### src/rtl/debouncer_pkg.sv
// Shared definitions for the debouncer bank: channel FSM state encoding and default parameter values.
package debouncer_pkg;

    typedef enum logic {
        DB_STABLE  = 1'b0,
        DB_PENDING = 1'b1
    } db_state_t;

    localparam int   DB_NUM_CH      = 8;
    localparam int   DB_CNT_W       = 16;
    localparam int   DB_HOLD        = 100;
    localparam int   DB_PRESCALE    = 1000;
    localparam int   DB_PRE_W       = 32;
    localparam int   DB_SYNC_STAGES = 2;
    localparam logic DB_RESET_VAL   = 1'b0;

endpackage

### src/rtl/debouncer_channel.sv
// One debounce channel: synchroniser, stable/pending FSM with tick-driven hold counter, edge pulses.
// Latency: SYNC_STAGES+HOLD+1 edges with a tick every cycle; otherwise HOLD-1..HOLD ticks after pending entry.
// Backpressure: none; outputs are registered levels and single-cycle pulses.
module debouncer_channel
    import debouncer_pkg::*;
#(
    parameter int   CNT_W       = DB_CNT_W,
    parameter int   HOLD        = DB_HOLD,
    parameter int   SYNC_STAGES = DB_SYNC_STAGES,
    parameter logic RESET_VAL   = DB_RESET_VAL
) (
    input  logic clk,
    input  logic reset,
    input  logic in_switch,
    input  logic tick,
    output logic out_switch,
    output logic rise,
    output logic fall
);

    logic [SYNC_STAGES-1:0] sync_ff;
    logic                   sync;
    db_state_t              state_q, state_d;
    logic [CNT_W-1:0]       cnt_q, cnt_d;
    logic                   out_d, rise_d, fall_d;

    always_ff @(posedge clk or posedge reset) begin
        if (reset) sync_ff <= {SYNC_STAGES{RESET_VAL}};
        else       sync_ff <= {sync_ff[SYNC_STAGES-2:0], in_switch};
    end

    assign sync = sync_ff[SYNC_STAGES-1];

    always_ff @(posedge clk or posedge reset) begin
        if (reset) begin
            state_q    <= DB_STABLE;
            cnt_q      <= '0;
            out_switch <= RESET_VAL;
            rise       <= 1'b0;
            fall       <= 1'b0;
        end else begin
            state_q    <= state_d;
            cnt_q      <= cnt_d;
            out_switch <= out_d;
            rise       <= rise_d;
            fall       <= fall_d;
        end
    end

    // Any sample matching the current output while pending throws the whole count away.
    always_comb begin
        state_d = state_q;
        cnt_d   = cnt_q;
        out_d   = out_switch;
        rise_d  = 1'b0;
        fall_d  = 1'b0;
        case (state_q)
            DB_STABLE: begin
                cnt_d = '0;
                if (sync != out_switch) begin
                    state_d = DB_PENDING;
                    cnt_d   = CNT_W'(HOLD);
                end
            end
            DB_PENDING: begin
                if (sync == out_switch) begin
                    state_d = DB_STABLE;
                    cnt_d   = '0;
                end else if (tick && cnt_q == CNT_W'(1)) begin
                    out_d   = sync;
                    rise_d  = sync;
                    fall_d  = ~sync;
                    state_d = DB_STABLE;
                    cnt_d   = '0;
                end else if (tick && cnt_q != '0) begin
                    cnt_d = cnt_q - CNT_W'(1);
                end
            end
            default: begin
                state_d = DB_STABLE;
                cnt_d   = '0;
            end
        endcase
    end

endmodule

### src/rtl/debouncer_bank.sv
// NUM_CH-channel debouncer with one shared tick prescaler; DEBOUNCER_IRQ_EN adds sticky change flags and irq.
// Latency: per channel SYNC_STAGES+HOLD+1 edges at PRESCALE=1, else HOLD-1..HOLD ticks after pending entry.
// Backpressure: none; change flags hold until written 1 via change_clr (a new edge beats a clear).
module debouncer_bank
    import debouncer_pkg::*;
#(
    parameter int   NUM_CH      = DB_NUM_CH,
    parameter int   CNT_W       = DB_CNT_W,
    parameter int   HOLD        = DB_HOLD,
    parameter int   PRESCALE    = DB_PRESCALE,
    parameter int   PRE_W       = DB_PRE_W,
    parameter int   SYNC_STAGES = DB_SYNC_STAGES,
    parameter logic RESET_VAL   = DB_RESET_VAL
) (
    input  logic              clk,
    input  logic              reset,
    input  logic [NUM_CH-1:0] in_switch,
    output logic [NUM_CH-1:0] out_switch,
    output logic [NUM_CH-1:0] rise,
    output logic [NUM_CH-1:0] fall
`ifdef DEBOUNCER_IRQ_EN
    ,
    input  logic [NUM_CH-1:0] change_clr,
    output logic [NUM_CH-1:0] change,
    output logic              irq
`endif
);

    logic [PRE_W-1:0] pre_cnt;
    logic             tick;

    assign tick = (pre_cnt == PRE_W'(PRESCALE - 1));

    always_ff @(posedge clk or posedge reset) begin
        if (reset)     pre_cnt <= '0;
        else if (tick) pre_cnt <= '0;
        else           pre_cnt <= pre_cnt + PRE_W'(1);
    end

    for (genvar i = 0; i < NUM_CH; i++) begin : g_ch
        debouncer_channel #(
            .CNT_W      (CNT_W),
            .HOLD       (HOLD),
            .SYNC_STAGES(SYNC_STAGES),
            .RESET_VAL  (RESET_VAL)
        ) u_ch (
            .clk       (clk),
            .reset     (reset),
            .in_switch (in_switch[i]),
            .tick      (tick),
            .out_switch(out_switch[i]),
            .rise      (rise[i]),
            .fall      (fall[i])
        );
    end

`ifdef DEBOUNCER_IRQ_EN
    logic [NUM_CH-1:0] change_q;

    // Flags follow the registered pulses, so the flag lags rise/fall by one cycle.
    always_ff @(posedge clk or posedge reset) begin
        if (reset) change_q <= '0;
        else       change_q <= (change_q & ~change_clr) | rise | fall;
    end

    assign change = change_q;
    assign irq    = |change_q;
`endif

endmodule

### config.mk
export PLATFORM = sky130hd
export DESIGN_NAME = debouncer_bank
export DESIGN_NICKNAME = d
export VERILOG_FILES = /design/src/rtl/debouncer_pkg.sv /design/src/rtl/debouncer_channel.sv /design/src/rtl/debouncer_bank.sv
export SDC_FILE = /design/constraint.sdc
export NUM_CORES = 1
export LEC_CHECK = 0
export ABC_AREA = 1
export BUFFER_PORTS_ARGS = -buffer_cell sky130_fd_sc_hd__buf_2
export CELL_PAD_IN_SITES_DETAIL_PLACEMENT = 1
export CELL_PAD_IN_SITES_GLOBAL_PLACEMENT = 1
export CORE_ASPECT_RATIO = 1.4
export CORE_MARGIN = 5
export CORE_UTILIZATION = 46
export DETAILED_ROUTE_END_ITERATION = 8
export PLACE_DENSITY_LB_ADDON = 0.15
export SLEW_MARGIN = 15
export SYNTH_ARGS = -nofsm -noshare
export SYNTH_HDL_FRONTEND = slang
export SYNTH_SLANG_ARGS = --single-unit
### constraint.sdc
create_clock -name clk -period 7.7 [get_ports clk]
set_input_delay 0 -clock clk [delete_from_list [all_inputs] [get_ports clk]]
set_output_delay 0 -clock clk [all_outputs]
set_load 0.005 [all_outputs]
==> results of run 1 <==
## final cells by class
cell class	instances	area [sq um]
well taps	370	462.9
clock inverters	8	90.09
repair buffers	45	277.8
clock buffers	33	673.1
flip-flops and latches	208	5205
multi-input cells	1367	6145
inverters	267	1010
fillers	3703	13520
## worst max-delay path: cells and delay by family (launching register included)
kind | cells | cell delay [ns]
and+or+nand+nor | 9 | 1.71
DFF | 1 | 0.41
buffers and inverters | 2 | 0.47
adders and majority gates | 1 | 0.25
## metrics by stage
| step | hold slack, ns | cells | total power (uW) | setup WS [ns] | instance area [sq um] |
|---|---|---|---|---|---|
| CTS | 0.09053 | 2298 | 2865 | 4.725 | 13860 |
| floorplan | 0.03143 | 1892 | 1578 | 2.019 | 12670 |
| detailed placement | 0.1098 | 2248 | 1712 | 4.703 | 13010 |
| finish | 0.1192 | 2298 | 2824 | 4.713 | 13860 |
| global placement | 0.1091 | 2248 | 1696 | 4.819 | 13010 |
| global route | 0.1091 | 2298 | 2993 | 4.383 | 13860 |
## routing by layer
metal | track usage | wire [um]
met5 | 0 | 0
met4 | 0.07652 | 1010
met3 | 0.02479 | 828
met2 | 0.4395 | 18660
met1 | 0.2561 | 13670
## final timing paths
check	start	endpoint	slack [ns]
min in group clk	in_switch[0]	g_ch[0].u_ch.sync_ff[0]	0.12
worst min register to register	g_ch[1].u_ch.sync_ff[0]	g_ch[1].u_ch.sync_ff[1]	0.35
worst min-delay path	reset	g_ch[0].u_ch.rise	0.12
worst max register to register	pre_cnt[0]	g_ch[0].u_ch.cnt_q[8]	4.71
worst max-delay path	pre_cnt[0]	g_ch[0].u_ch.cnt_q[8]	4.71
max in group asynchronous	reset	pre_cnt[16]	5.66
## registers in the layout (all words and copies together), names as in the netlist
signal and flops:
g_ch.u_ch.state_q 8, g_ch.u_ch.out_switch 8, g_ch.u_ch.rise 8, g_ch.u_ch.fall 8
g_ch.u_ch.cnt_q 128, g_ch.u_ch.sync_ff 16, pre_cnt 32
## logic make-up after synthesis
| family | share of synthesized area |
|---|---|
| compound gates | 0.03455 |
| xor+xnor | 0.02972 |
| fa+ha+maj | 0.01678 |
| buf+inv | 0.1046 |
| flops | 0.4107 |
| simple gates | 0.4036 |
## layout by cell type (no fill, tap or decap), drive strengths merged
master       netlist  layout
nand2            582     582
nor2             368     368
inv              267     267
dfrtp            208     208
nand3            163     163
nand4             54      54
nor3              43      43
buf               46      36
a21oi             34      34
clkbuf             4      33
o21ai             27      27
xor2              26      26
xnor2             17      17
ha                17      17
o21bai            14      14
dlygate4sd3        0       9
nor4               6       6
clkinv             0       6
or2                5       5
and3               3       3
nor3b              2       2
o22ai              2       2
bufinv             0       2
a21o               1       1
and2               1       1
a21boi             1       1
nand3b             1       1
## power by group through the flow
stage | clock network (uW) | registers, uW | logic (uW)
detailed placement | 0 | 1200 | 514
floorplan | 0 | 1180 | 393
global placement | 0 | 1200 | 499
finish | 1130 | 1180 | 516
CTS | 1160 | 1180 | 523
global route | 1220 | 1180 | 594
## repair_timing
action	4_1_cts	5_1_grt
resized for setup	0	0
hold endpoints to repair	103	0
hold buffers	9	0
==> out/results.txt, run 1 <==
Top cells by count, synth -> 573 x nand2_1, 363 x nor2_1, 254 x inv_1, 208 x dfrtp_1, 163 x nand3_1
Ys async rst share -> 1.000
Chip height -> 206.4 um
Crit path cell chain -> ha_1 > nand2_1 > inv_2 > nand2_1 > nor2_1 > nand2_1 > nor2_4 > nand2_1 > inv_1 > nand3_1 > nand2_1 > nor2_1
Row cnt -> 72
Final Max Slew Viols -> 0
GRT Total Usage -> 0.2276
Leakage power -> 0.007555 uW
Worst Path Max Fanout -> 24
Vias in the first global route -> 12810
First-pass GRT wire length -> 58.91 mm
Fraction of layout instances using a drive strength above 1 -> 0.05498
EDFF count, synth -> 0
Root Buffer -> clkbuf_16
Slowest CP cell -> nor2_4
P&R area growth vs syn -> 9.389%
Reg power frac -> 0.417
Die area -> 31020 sq um
Yosys top cell area share -> 0.4107
VDD IR max -> 0.1659 mV
Most used DFF post-synth -> dfrtp_1
Clock power frac -> 0.400
Crit end category -> flip-flop
CP dominant cell by count -> nand2_1
Combinational share of power -> 0.183
Synth top area cells -> dfrtp_1 41%, nand2_1 17%, nor2_1 11%
Fin nets -> 1939
Pre-Repair DR Iteration Count -> 5
CP peak stage delay -> 0.65 ns
Total CTS buffers -> 23
DPL Wire Length -> 25.29 mm
Clock slew at reported path FFs -> 0.06 ns
Die W -> 150.3 um
ANT cells -> 0
RSZ-0062 raised after global routing -> no
Utilization after layout -> 0.5062
Slew margin rel. -> 0.3019
Setup violators final -> 0
Status -> finished clean
Clk_lat worst skew -> 0.52 ns
Switch Pwr -> 868.5 uW
Core area -> 27390 sq um
Final ANT Viol Nets -> 0
DR DRC count -> 0
Syn_area_per_cell -> 6.698 sq um
Via count -> 11940
Hold WC Path Type -> input pin to asynchronous set/reset pin
Category of the most critical setup path -> flip-flop to flip-flop
Post-Route WL -> 34.17 mm
Max Freq -> 0.3348 GHz
Initial antenna violation count -> 0
Setup TNS -> 0 ns
Fin. Hold Viols -> 0
Cells after Synth -> 1892
Critical Path RT -> 8.08 ns
Pint -> 1956 uW
Via density -> 5.198
Final Skew -> 0.009628 ns
Net Sw Frac -> 0.3075
DRT iter0 DRCs -> 388
Sink Count -> 208
H-tree levels -> 1
Least-Margin Pin Slew -> 1.045 ns
Per-cell routed wire length -> 14.87 um
Io pins -> 34
Sequential fraction of the synthesis area -> 0.4107
Most common cell in the netlist -> nand2_1
Syn_nets -> 1919
Largest area contributor in the netlist -> dfrtp_1
Starting Density -> 0.4628
Max Cap Violations -> 0
Synthesis-stage register bit count -> 208
Ys Warns -> 0
R2R cell count -> 12
Crit path time final -> 2.987 ns
Overflow after GRT -> 0
GP Congestion -> 0.8788
Setup Buffers After CTS -> 0
Critical path arrival -> 3.37 ns
Final Cycle Share -> 0.3879
Yosys cell types -> 35
Synthesized area -> 12670 sq um
Pwr Density -> 203.7 nW/um^2
Startpoint Class -> flip-flop
TritonCTS clock tree -> done
Largest net degree at the start of global routing -> 97
Max Buffers Root-to-Sink -> 3
PortBufs -> 33
No activity file was read; power rests on OpenSTA's default activity.
==> inputs of run 2 (changes only) <==
--- a/config.mk
+++ b/config.mk
@@ -5,13 +5,13 @@
 export SDC_FILE = /design/constraint.sdc
 export NUM_CORES = 1
 export LEC_CHECK = 0
-export ABC_AREA = 1
+export ABC_AREA = 0
 export BUFFER_PORTS_ARGS = -buffer_cell sky130_fd_sc_hd__buf_2
 export CELL_PAD_IN_SITES_DETAIL_PLACEMENT = 1
 export CELL_PAD_IN_SITES_GLOBAL_PLACEMENT = 1
 export CORE_ASPECT_RATIO = 1.4
 export CORE_MARGIN = 5
-export CORE_UTILIZATION = 46
+export CORE_UTILIZATION = 45
 export DETAILED_ROUTE_END_ITERATION = 8
 export PLACE_DENSITY_LB_ADDON = 0.15
 export SLEW_MARGIN = 15
==> constraint.sdc (replaced) <==
create_clock -name clk -period 2.7 [get_ports clk]
set_input_delay 0 -clock clk [delete_from_list [all_inputs] [get_ports clk]]
set_output_delay 0 -clock clk [all_outputs]
set_load 0.005 [all_outputs]
==> run 2 against run 1 <==
  * Sequential cell count did not move
  * Count of clock-buffer cells in the layout is 3 lower
  * Critical endpoint is now g_ch[2].u_ch.cnt_q[2]
  * Clock power rose to 2.8 times the previous value
  * Combinational power up 88%
  * Sequential power grew to 2.8 times the previous value
  * Sequential share of layout area grew 5.1 points
  * Clock skew is 0.0030 ns higher
==> out/results.txt, run 2 <==
Fin nets -> 1165 (-40%)
Max Freq -> 0.3851 GHz (+15%)
Syn_area_per_cell -> 9.880 sq um (+47%)
Pwr Density -> 609.5 nW/um^2 (+200%)
P&R area growth vs syn -> 14.52%
Most frequent cells in the layout -> 208 x dfrtp_1, 153 x nor2_1, 72 x xor2_1
Delay-heaviest family, CP -> simple AND/OR/NAND/NOR gates
Final ANT Viol Nets -> 0 (unchanged)
Sequential fraction of the synthesis area -> 0.4878 (+0.07710)
Core area -> 23290 sq um (-15%)
Via count -> 8200 (-31%)
GRT Total Usage -> 0.1930 (-0.03460)
Vias in the first global route -> 8928 (-30%)
Most common cell in the netlist -> dfrtp_1
Die area -> 26930 sq um (-13%)
Fraction of layout instances using a drive strength above 1 -> 0.1415 (+0.08651)
Largest net degree at the start of global routing -> 53 (-45%)
Max Cap Violations -> 0 (unchanged)
Setup ws final -> 0.1032 ns (-4.610 ns)
Utilization after layout -> 0.5247 (+0.01850)
Critical Path RT -> 3.08 ns (-5.00 ns)
Ys Warns -> 0 (unchanged)
Hold WC Path Type -> input pin to flip-flop
Total CTS buffers -> 23 (unchanged)
Fill count -> 2644 (-29%)
Worst Path Max Fanout -> 6 (-75%)
Sink Count -> 208 (unchanged)
Synthesized area -> 10670 sq um (-16%)
Largest regs -> g_ch.u_ch.cnt_q x128, pre_cnt x32, g_ch.u_ch.sync_ff x16
Least-Margin Pin Slew -> 0.6939 ns (-0.3510 ns)
VDD IR max -> 0.5134 mV (+210%)
DRT iter0 DRCs -> 316 (-19%)
Per-cell routed wire length -> 17.47 um (+17%)
Clock slew at reported path FFs -> 0.06 ns (about the same)
Final Skew -> 0.01258 ns (+0.002954 ns)
Fin. Hold Viols -> 0 (unchanged)
Status -> finished clean
Pre-Repair DR Iteration Count -> 4 (-1)
Worst path bufs/invs -> 0 (-2)
ANT cells -> 0 (unchanged)
Critical path arrival -> 2.98 ns (-0.39 ns)
Io pins -> 34 (unchanged)
Crit end category -> flip-flop
Row cnt -> 66 (-8.3%)
Synth top area cells -> dfrtp_1 49%, xor2_1 5.9%, nor2_1 5.4%
PortBufs -> 33 (unchanged)
Initial antenna violation count -> 0 (unchanged)
TritonCTS clock tree -> done
Pre-CTS setup slack -> 0.03784 ns (-4.665 ns)
CP peak stage delay -> 0.61 ns (-0.04 ns)
Commonest non-fill, non-tap cell in the layout -> dfrtp_1
Slowest CP cell -> or4_1
Final Max Slew Viols -> 0 (unchanged)
Setup violators final -> 0 (unchanged)
DPL Wire Length -> 18.10 mm (-28%)
Category of the most critical setup path -> flip-flop to flip-flop
Starting Density -> 0.4582 (-0.004566)
Post-Route WL -> 25.47 mm (-25%)
RSZ-0062 raised after global routing -> yes
Startpoint Class -> flip-flop
H-tree levels -> 1 (unchanged)
DR DRC count -> 0 (unchanged)
Syn_nets -> 1107 (-42%)
Yosys top cell area share -> 0.4878 (+0.07710)
Cells after Synth -> 1080 (-43%)
Slew margin rel. -> 0.5338 (+0.2319)
Ys async rst share -> 1.000 (unchanged)
Crit path time final -> 2.597 ns (-0.3903 ns)
Die W -> 140.1 um (-6.7%)
Via density -> 5.624 (+8.2%)
GP Congestion -> 0.7828 (-11%)
Leakage power -> 0.005309 uW (-30%)
Yosys cell types -> 67 (+91%)
Number of flip-flops in the largest register -> 128 (unchanged)
Chip height -> 192.2 um (-6.9%)
Final Cycle Share -> 0.9618 (+0.5738)
EDFF count, synth -> 0 (unchanged)
First-pass GRT wire length -> 43.88 mm (-26%)
Reg with most FFs -> g_ch.u_ch.cnt_q
Overflow after GRT -> 0 (unchanged)
Most used DFF post-synth -> dfrtp_1
Root Buffer -> clkbuf_16
Top cells by count, synth -> 208 x dfrtp_1, 153 x nor2_1, 72 x xor2_1, 57 x nor3_1, 57 x xnor2_1
Synthesis-stage register bit count -> 208 (unchanged)
Clk_lat worst skew -> 0.50 ns (-0.02 ns)
Max Buffers Root-to-Sink -> 3 (unchanged)
Crit path cell chain -> or4_1 > or2_2 > nor3_1 > a211o_1 > o21ai_0 > o311a_1
Largest area contributor in the netlist -> dfrtp_1
-- run 2: where the power goes --
group / total, uW / internal, uW / leakage (uW) / switching, uW
combinational: 970 / 377 / 0.00214 / 593
clock: 3120 / 1860 / 0.000368 / 1270
sequential: 3360 / 3220 / 0.00280 / 135
-- run 2: final timing paths --
check	from	end	slack, ns	cells after the start
min in group asynchronous	reset	g_ch[4].u_ch.out_switch	0.15	3
max	g_ch[2].u_ch.cnt_q[6]	g_ch[2].u_ch.cnt_q[2]	0.10	6
min reg2reg	g_ch[6].u_ch.sync_ff[0]	g_ch[6].u_ch.sync_ff[1]	0.35	0
max in group asynchronous	reset	g_ch[0].u_ch.cnt_q[10]	1.79	4
max reg2reg	g_ch[2].u_ch.cnt_q[6]	g_ch[2].u_ch.cnt_q[2]	0.10	6
min	in_switch[0]	g_ch[0].u_ch.sync_ff[0]	0.14	2
-- run 2: area by class of cell --
type	instances	area, sq um	area share
inverters	26	101.3	0.008294
multi-input cells	783	5042	0.4127
well taps	306	382.9	0.03133
flip-flops and latches	208	5205	0.4260
repair buffers	96	748.2	0.06123
clock inverters	9	97.59	0.007987
clock buffers	30	641.9	0.05253
-- run 2: repair_timing --
action,4_1_cts,5_1_grt
hold endpoints to repair,31,0
pin swaps,0,1
setup endpoints to repair,11,80
setup buffers,0,1
hold buffers,9,0
resized for setup,1,5
-- run 2: per-layer routing --
metal	vias to the layer above	global-route usage	routed length [um]
met5	-	0	0
met4	0	0.04400	459
met3	38	0.02391	657
met2	90	0.3588	13290
met1	4141	0.2383	11060
li1	3931	-	-
-- run 2: cells by family (layout without fill, tap and decap cells) --
logic type | after synthesis | in the layout | share of synthesized area
adders and majority gates | 17 | 17 | 0.01993
AOI/OAI and AO/OA | 108 | 108 | 0.07470
buffers and inverters | 89 | 161 | 0.04245
and+or+nand+nor | 521 | 521 | 0.2608
DFF | 208 | 208 | 0.4878
xor gates and xnor gates | 129 | 129 | 0.1059
muxes | 8 | 8 | 0.008443
-- run 2: worst reg2reg max path: stages (launching register included) --
cell	delay [ns]
dfrtp_1	0.43
or4_1	0.61
or2_2	0.36
nor3_1	0.45
a211o_1	0.33
o21ai_0	0.17
o311a_1	0.14
-- run 2: stage by stage --
| step | setup TNS [ns] | std cells | instance area, sq um | total power [uW] | hold WS, ns |
|---|---|---|---|---|---|
| finish | 0 | 1458 | 12220 | 7447 | 0.1352 |
| global route | -0.05059 | 1458 | 12220 | 7800 | 0.1357 |
| CTS | 0 | 1457 | 12200 | 7560 | 0.1197 |
| detailed placement | 0 | 1409 | 11360 | 4370 | 0.1094 |
| global placement | 0 | 1409 | 11360 | 4345 | 0.1075 |
| floorplan | -0.04826 | 1080 | 10670 | 4054 | 0.03143 |
